[src/rtl/exec_unit_param.sv]
// Parametrised execution unit: single-cycle ALU ops plus iterative shift-add MUL
// and restoring DIV/REM sharing one datapath, with valid/ready on both sides.
module exec_unit_param #(
  parameter int WIDTH       = 8,
  parameter bit SIGNED_MODE = 1'b1
) (
  input  logic                 clk,
  input  logic                 rst_n,
  input  logic                 in_valid,
  output logic                 in_ready,
  input  logic [3:0]           opcode,
  input  logic [WIDTH-1:0]     A,
  input  logic [WIDTH-1:0]     B,
  output logic                 out_valid,
  input  logic                 out_ready,
  output logic [2*WIDTH-1:0]   result,
  output logic                 zero,
  output logic                 err,
  output logic                 busy
);

  localparam int SW = $clog2(WIDTH);

  localparam logic [3:0] OP_ADD = 4'd0;
  localparam logic [3:0] OP_SUB = 4'd1;
  localparam logic [3:0] OP_AND = 4'd2;
  localparam logic [3:0] OP_OR  = 4'd3;
  localparam logic [3:0] OP_XOR = 4'd4;
  localparam logic [3:0] OP_NOT = 4'd5;
  localparam logic [3:0] OP_SHL = 4'd6;
  localparam logic [3:0] OP_SHR = 4'd7;
  localparam logic [3:0] OP_MUL = 4'd8;
  localparam logic [3:0] OP_DIV = 4'd9;
  localparam logic [3:0] OP_REM = 4'd10;

  typedef enum logic [1:0] {S_IDLE, S_RUN, S_DONE} state_e;

  typedef struct packed {
    logic [3:0] op;
    logic       neg_q;   // negate product / quotient at the end
    logic       neg_r;   // negate remainder at the end
  } req_t;

  state_e               r_state, w_state_nxt;
  req_t                 r_req;
  logic [WIDTH-1:0]     r_hi, r_lo, r_bmag;
  logic [SW-1:0]        r_cnt;
  logic [2*WIDTH-1:0]   r_result;
  logic                 r_zero, r_err;

  logic                 w_accept, w_iter;
  logic [WIDTH-1:0]     w_amag, w_bmag, w_shl, w_shr;
  logic [WIDTH:0]       w_add, w_sub;
  logic [2*WIDTH-1:0]   w_imm;
  logic                 w_imm_err;
  logic [WIDTH:0]       w_msum, w_dtrial;
  logic [WIDTH-1:0]     w_hi_nxt, w_lo_nxt, w_quot, w_rem;
  logic [2*WIDTH-1:0]   w_prod, w_fin;

  function automatic logic [WIDTH-1:0] mag(input logic [WIDTH-1:0] v);
    return (SIGNED_MODE && v[WIDTH-1]) ? WIDTH'(-v) : v;
  endfunction

  assign in_ready  = (r_state == S_IDLE) | ((r_state == S_DONE) & out_ready);
  assign w_accept  = in_valid & in_ready;
  assign out_valid = (r_state == S_DONE);
  assign busy      = (r_state != S_IDLE);
  assign result    = r_result;
  assign zero      = r_zero;
  assign err       = r_err;

  // Divide by zero short-circuits to DONE; MUL iterates regardless of B.
  assign w_iter = (opcode == OP_MUL) |
                  (((opcode == OP_DIV) | (opcode == OP_REM)) & (B != '0));

  assign w_amag = mag(A);
  assign w_bmag = mag(B);
  assign w_add  = {1'b0, A} + {1'b0, B};
  assign w_sub  = {1'b0, A} - {1'b0, B};
  assign w_shl  = A << B[SW-1:0];
  assign w_shr  = A >> B[SW-1:0];

  always_comb begin
    w_imm     = '0;
    w_imm_err = 1'b0;
    case (opcode)
      OP_ADD: w_imm = {{(WIDTH-1){1'b0}}, w_add};
      OP_SUB: w_imm = {{(WIDTH-1){1'b0}}, w_sub};
      OP_AND: w_imm = {{WIDTH{1'b0}}, A & B};
      OP_OR:  w_imm = {{WIDTH{1'b0}}, A | B};
      OP_XOR: w_imm = {{WIDTH{1'b0}}, A ^ B};
      OP_NOT: w_imm = {{WIDTH{1'b0}}, ~A};
      OP_SHL: w_imm = {{WIDTH{1'b0}}, w_shl};
      OP_SHR: w_imm = {{WIDTH{1'b0}}, w_shr};
      OP_MUL: w_imm = '0;
      OP_DIV: begin
        w_imm     = {A, {WIDTH{1'b1}}};
        w_imm_err = 1'b1;
      end
      OP_REM: begin
        w_imm     = {{WIDTH{1'b0}}, A};
        w_imm_err = 1'b1;
      end
      default: w_imm_err = 1'b1;
    endcase
  end

  // One iteration step: r_lo holds the multiplier (MUL) or the dividend
  // being shifted out while quotient bits shift in (DIV/REM).
  always_comb begin
    w_msum   = {1'b0, r_hi} + {1'b0, (r_lo[0] ? r_bmag : {WIDTH{1'b0}})};
    w_dtrial = {r_hi, r_lo[WIDTH-1]} - {1'b0, r_bmag};
    if (r_req.op == OP_MUL) begin
      w_hi_nxt = w_msum[WIDTH:1];
      w_lo_nxt = {w_msum[0], r_lo[WIDTH-1:1]};
    end else if (!w_dtrial[WIDTH]) begin
      w_hi_nxt = w_dtrial[WIDTH-1:0];
      w_lo_nxt = {r_lo[WIDTH-2:0], 1'b1};
    end else begin
      w_hi_nxt = {r_hi[WIDTH-2:0], r_lo[WIDTH-1]};
      w_lo_nxt = {r_lo[WIDTH-2:0], 1'b0};
    end
  end

  assign w_prod = {w_hi_nxt, w_lo_nxt};
  assign w_quot = r_req.neg_q ? WIDTH'(-w_lo_nxt) : w_lo_nxt;
  assign w_rem  = r_req.neg_r ? WIDTH'(-w_hi_nxt) : w_hi_nxt;

  always_comb begin
    w_fin = '0;
    case (r_req.op)
      OP_MUL:  w_fin = r_req.neg_q ? (2*WIDTH)'(-w_prod) : w_prod;
      OP_DIV:  w_fin = {w_rem, w_quot};
      default: w_fin = {{WIDTH{1'b0}}, w_rem};
    endcase
  end

  always_ff @(posedge clk or negedge rst_n) begin
    if (!rst_n) r_state <= S_IDLE;
    else        r_state <= w_state_nxt;
  end

  always_comb begin
    w_state_nxt = r_state;
    case (r_state)
      S_IDLE: if (w_accept) w_state_nxt = w_iter ? S_RUN : S_DONE;
      S_RUN:  if (r_cnt == '0) w_state_nxt = S_DONE;
      S_DONE: begin
        if (w_accept)       w_state_nxt = w_iter ? S_RUN : S_DONE;
        else if (out_ready) w_state_nxt = S_IDLE;
      end
      default: w_state_nxt = S_IDLE;
    endcase
  end

  always_ff @(posedge clk or negedge rst_n) begin
    if (!rst_n) begin
      r_req    <= '0;
      r_hi     <= '0;
      r_lo     <= '0;
      r_bmag   <= '0;
      r_cnt    <= '0;
      r_result <= '0;
      r_zero   <= 1'b0;
      r_err    <= 1'b0;
    end else if (w_accept) begin
      r_req.op    <= opcode;
      r_req.neg_q <= SIGNED_MODE && (A[WIDTH-1] ^ B[WIDTH-1]);
      r_req.neg_r <= SIGNED_MODE && A[WIDTH-1];
      r_hi        <= '0;
      r_lo        <= w_amag;
      r_bmag      <= w_bmag;
      r_cnt       <= SW'(WIDTH-1);
      if (!w_iter) begin
        r_result <= w_imm;
        r_zero   <= (w_imm == '0);
        r_err    <= w_imm_err;
      end
    end else if (r_state == S_RUN) begin
      r_hi  <= w_hi_nxt;
      r_lo  <= w_lo_nxt;
      r_cnt <= r_cnt - SW'(1);
      if (r_cnt == '0) begin
        r_result <= w_fin;
        r_zero   <= (w_fin == '0);
        r_err    <= 1'b0;
      end
    end
  end

endmodule
[config.mk]
export PLATFORM = sky130hd
export DESIGN_NAME = exec_unit_param
export DESIGN_NICKNAME = d
export VERILOG_FILES = /design/src/rtl/exec_unit_param.sv
export SDC_FILE = /design/constraint.sdc
export NUM_CORES = 1
export LEC_CHECK = 0
export ABC_AREA = 1
export CELL_PAD_IN_SITES_DETAIL_PLACEMENT = 1
export CELL_PAD_IN_SITES_GLOBAL_PLACEMENT = 1
export CORE_AREA = 4 4 131 133
export DETAILED_ROUTE_END_ITERATION = 7
export DIE_AREA = 0 0 135 137
export PLACE_DENSITY_LB_ADDON = 0.1
export SETUP_SLACK_MARGIN = 0.02
export SLEW_MARGIN = 30
export SYNTH_ARGS = -nofsm -noshare
export SYNTH_HDL_FRONTEND = slang
export SYNTH_SLANG_ARGS = --single-unit
[constraint.sdc]
create_clock -name clk -period 3 [get_ports clk]
set_clock_uncertainty 0.1 [all_clocks]
set_input_delay 0.45 -clock clk [delete_from_list [all_inputs] [get_ports clk]]
set_output_delay 0.45 -clock clk [all_outputs]
set_load 0.005 [all_outputs]
==> summary.md <==
| Metric | Value |
|---|---|
| Worst path slowest cell | `dfrtp_1` |
| DRT met1 WL | `12300 um` |
| GRT Util Overall | `approximately 29%` |
| Post-CTS Hold Buffers | `0` |
| Num Clock Sinks | `53` |
| Core area | `between 15000 and 20000 sq um` |
| FF-to-FF path depth | `30` |
| Fin area | `around 9600 sq um` |
| Failing checks | `setup timing` |
| WL met3 | `1090 um` |
| Slew @ Worst Pin | `838 ps` |
| Worst-Skew Late Latency | `320 ps` |
| Final setup fails | `10` |
| Final hold violation count | `0` |
| Ports | `45` |
| Post-synthesis instance total | `970` |
| Seq/Total Area, Yosys | `21.5%` |
| Vias per cell | `around 5.6` |
| Via count | `8117` |
| Crit end category | `flop` |
| Clock buffer depth | `2` |
| Worst EP required | `approximately 3200 ps` |
| Status | `finished, violations left` |
| Uppermost layer routed | `met4` |
| Synthesis-to-finish area growth | `55.5%` |
| # rows | `between 40 and 50` |
| Relative slew slack | `between 40% and 50%` |
| Filler cells | `2038` |
| Met2 routed WL | `14800 um` |
| Maxcap violations | `0` |
| CTS buffer count | `5` |
| IO Port Bufs | `44` |
| Initial antenna violation count | `0` |
| Initial core utilization | `about two fifths` |
| Largest stage delay, worst path | `390 ps` |
| DR pass1 iterations | `4` |
| Most used cell, CP | `nand2_4` |
| Share of final-layout standard cells stronger than drive strength 1 | `37.3%` |
| CP Max Fanout | `5` |
| Initial DRC Count | `between 400 and 500` |
| Syn nets | `1045` |
| H-tree depth | `2` |
| Final HPWL DP | `a little over 20000 um` |
| DRT Wirelength | `29900 um` |
| Synth Cell Area | `6180 sq um` |
| Leakage | `4.85 nW` |
| CP Class | `flop to flop` |
| Crit path DAT | `about 3400 ps` |
| Placed Cells | `about 1400` |
| CTS tree | `yes` |
| Die Width | `135 um` |
| DRC Markers | `0` |
| Number of synthesized flops with an enable pin | `0` |
| Tcrit/Tclk final | `109%` |
| Largest net degree at the start of global routing | `37` |
| Routability cong. | `0.976` |
| Routed len/inst | `20.7 um` |
| Fin crit period | `between 3000 and 4000 ps` |
| Worst hold path type | `input pin to asynchronous set/reset pin` |
| Die area | `18500 sq um` |
| Clock root buffer | `clkbuf_16` |
| Power per cell area | `around 880 nW/um^2` |
| #FFs+latches synth | `53` |
| Routed Antenna Nets | `0` |
| VDD IR max | `490 uV` |
| Setup crit start kind | `flop` |
| Synthesized area per cell | `6.37 sq um` |
| Unrepaired setup endpoints after global routing | `true` |
| First-pass GRT wire length | `between 40000 and 50000 um` |
| Final WS setup | `-279 ps` |
| Post-synthesis cell type count | `56` |
| Final nets | `1305` |
| Final Non-Filler Cells | `1447` |
| Multi-input gate area | `5090 sq um` |
| Overflow after GRT | `0` |
| Sequential cell area | `1330 sq um` |
| ANT cells | `0` |
| Synth warnings | `0` |
| Worst-path clk slew | `80 ps` |
| Fraction of registers with async set or reset after synthesis | `100%` |
| Die Y | `137 um` |
| Post-synth top flop | `dfrtp_1` |
| Vias in the first global route | `8173` |
| Fmax | `~300 MHz` |
| Pins over their slew limit | `0` |
| Worst reg2reg setup slack | `-280 ps` |
| DP Area | `8280 sq um` |
-- layout by cell type (no fill, tap or decap), types with 5 or more instances in the layout --
cell | synthesis | routed
o21ai_2 | 7 | 8
a21oi_2 | 1 | 14
buf_6 | 1 | 8
o211ai_1 | 10 | 10
nand2_1 | 280 | 239
nor2_4 | 2 | 9
nor3_1 | 14 | 8
o22ai_1 | 7 | 7
nand3_4 | 2 | 11
nand2_2 | 13 | 41
a21oi_1 | 46 | 30
inv_2 | 5 | 14
clkdlybuf4s50_1 | 0 | 33
o21ai_0 | 76 | 57
buf_4 | 1 | 228
inv_4 | 0 | 6
dfrtp_1 | 53 | 51
nand3_1 | 89 | 63
nor2_2 | 8 | 14
clkinv_1 | 8 | 6
o21ai_1 | 5 | 20
nand2_4 | 4 | 16
nand3_2 | 9 | 26
ha_4 | 0 | 11
nand4_1 | 9 | 9
ha_1 | 48 | 35
o21a_1 | 6 | 6
o21ai_4 | 2 | 5
clkbuf_16 | 0 | 5
a221oi_1 | 5 | 5
nor2_1 | 59 | 46
inv_1 | 112 | 99
xor2_1 | 7 | 5
o2111ai_1 | 5 | 5
o221ai_1 | 8 | 8
-- cells by family after synthesis --
group                    Yosys count  share of synthesized area, %
AND/OR/NAND/NOR                  508                          37.4
AO/OA/AOI/OAI                    193                          19.2
buffers and inverters            156                          9.98
flip-flops                        53                          21.5
adder cells (fa/ha/maj)           51                          10.7
XOR/XNOR                           9                          1.28
-- registers in the layout, summed over array words and instances (netlist names) --
| signal | count |
|---|---|
| r_lo | 8 |
| r_state | 2 |
| r_bmag | 8 |
| r_cnt | 3 |
| r_hi | 8 |
| zero | 1 |
| r_req | 6 |
| result | 16 |
| err | 1 |
-- repair_timing --
action                     in CTS  in global routing
pin swaps                      34                 60
hold endpoints to repair        0                  0
gates resized for setup        85                141
gates cloned                    1                  0
setup buffers                  31                 23
setup endpoints to repair      14                 15
-- cells in the mapped netlist, types with 6 or more instances --
library cell	n	area share, %
o221ai_1	8	1.1
nor3_1	14	1.1
clkinv_1	8	0.49
dfrtp_1	53	21
o211ai_1	10	1.2
nor2_1	59	3.6
nand2_1	280	17
o21a_1	6	0.73
o22ai_1	7	0.71
nand2_2	13	1.3
nand3_2	9	1.5
nor2_2	8	0.81
a21oi_1	46	3.7
ha_1	48	9.7
o21ai_0	76	6.2
o21ai_2	7	0.99
nand4_1	9	0.91
clkbuf_1	19	1.2
xor2_1	7	0.99
nand3_1	89	7.2
inv_1	112	6.8
buf_2	7	0.57
-- final cells by class --
| cell class | instances | share of cell area, % |
|---|---|---|
| well taps | 216 | 2.81 |
| repair buffers | 284 | 23.8 |
| multi-input cells | 761 | 52.9 |
| flip-flops and latches | 53 | 13.8 |
| clock inverters | 3 | 0.299 |
| inverters | 125 | 5.04 |
| clock buffers | 5 | 1.30 |
-- path summary, 6_finish.rpt --
| check | from | end |
|---|---|---|
| worst min-delay path | rst_n | r_hi[4]$_DFFE_PN0P_ |
| max in group asynchronous | rst_n | result[9]$_DFFE_PN0P_ |
| worst min register to register | result[8]$_DFFE_PN0P_ | result[8]$_DFFE_PN0P_ |
| worst max-delay path | r_lo[7]$_DFFE_PN0P_ | zero$_DFFE_PN0P_ |
| worst max register to register | r_lo[7]$_DFFE_PN0P_ | zero$_DFFE_PN0P_ |
| min in group clk | result[8]$_DFFE_PN0P_ | result[8]$_DFFE_PN0P_ |
-- report_power, final --
part / internal [W] / leakage, nW / switching [W]
clock: 0.000323 / 0.0767 / 0.000331
combinational: 0.00287 / 4.10 / 0.00376
sequential: 0.000936 / 0.664 / 0.000215
-- per-layer routing --
| layer | up-vias | global-route usage [%] |
|---|---|---|
| met3 | 120 | 3.82 |
| met4 | 0 | 14.8 |
| met5 | - | 0 |
| met1 | 3984 | 35.5 |
| li1 | 3754 | - |
| met2 | 259 | 51.3 |
-- metrics by stage --
| step | power [W] | utilization [%] | setup WS, ps | hold slack [ps] | setup TNS, ps |
|---|---|---|---|---|---|
| after floorplan | 0.00396 | - | -27.9 | 54.4 | -27.9 |
| after global placement | 0.00598 | 52.3 | -787 | 365 | -5650 |
| after detailed placement | 0.00613 | 52.3 | -853 | 374 | -6950 |
| after CTS | 0.00720 | 56.5 | -259 | 136 | -906 |
| after global routing | 0.00897 | 60.7 | -467 | 176 | -3930 |
| final | 0.00844 | 60.7 | -279 | 119 | -1600 |
-- worst max-delay path, delay by kind of cell, from the launching register on --
| family | cells | cell delay, ps |
|---|---|---|
| and+or+nand+nor | 21 | 1660 |
| adders and majority gates | 3 | 590 |
| DFF | 1 | 390 |
| buffers and inverters | 5 | 350 |
| AOI/OAI and AO/OA | 1 | 110 |
Note: power is estimated with default switching activity, not from simulation.
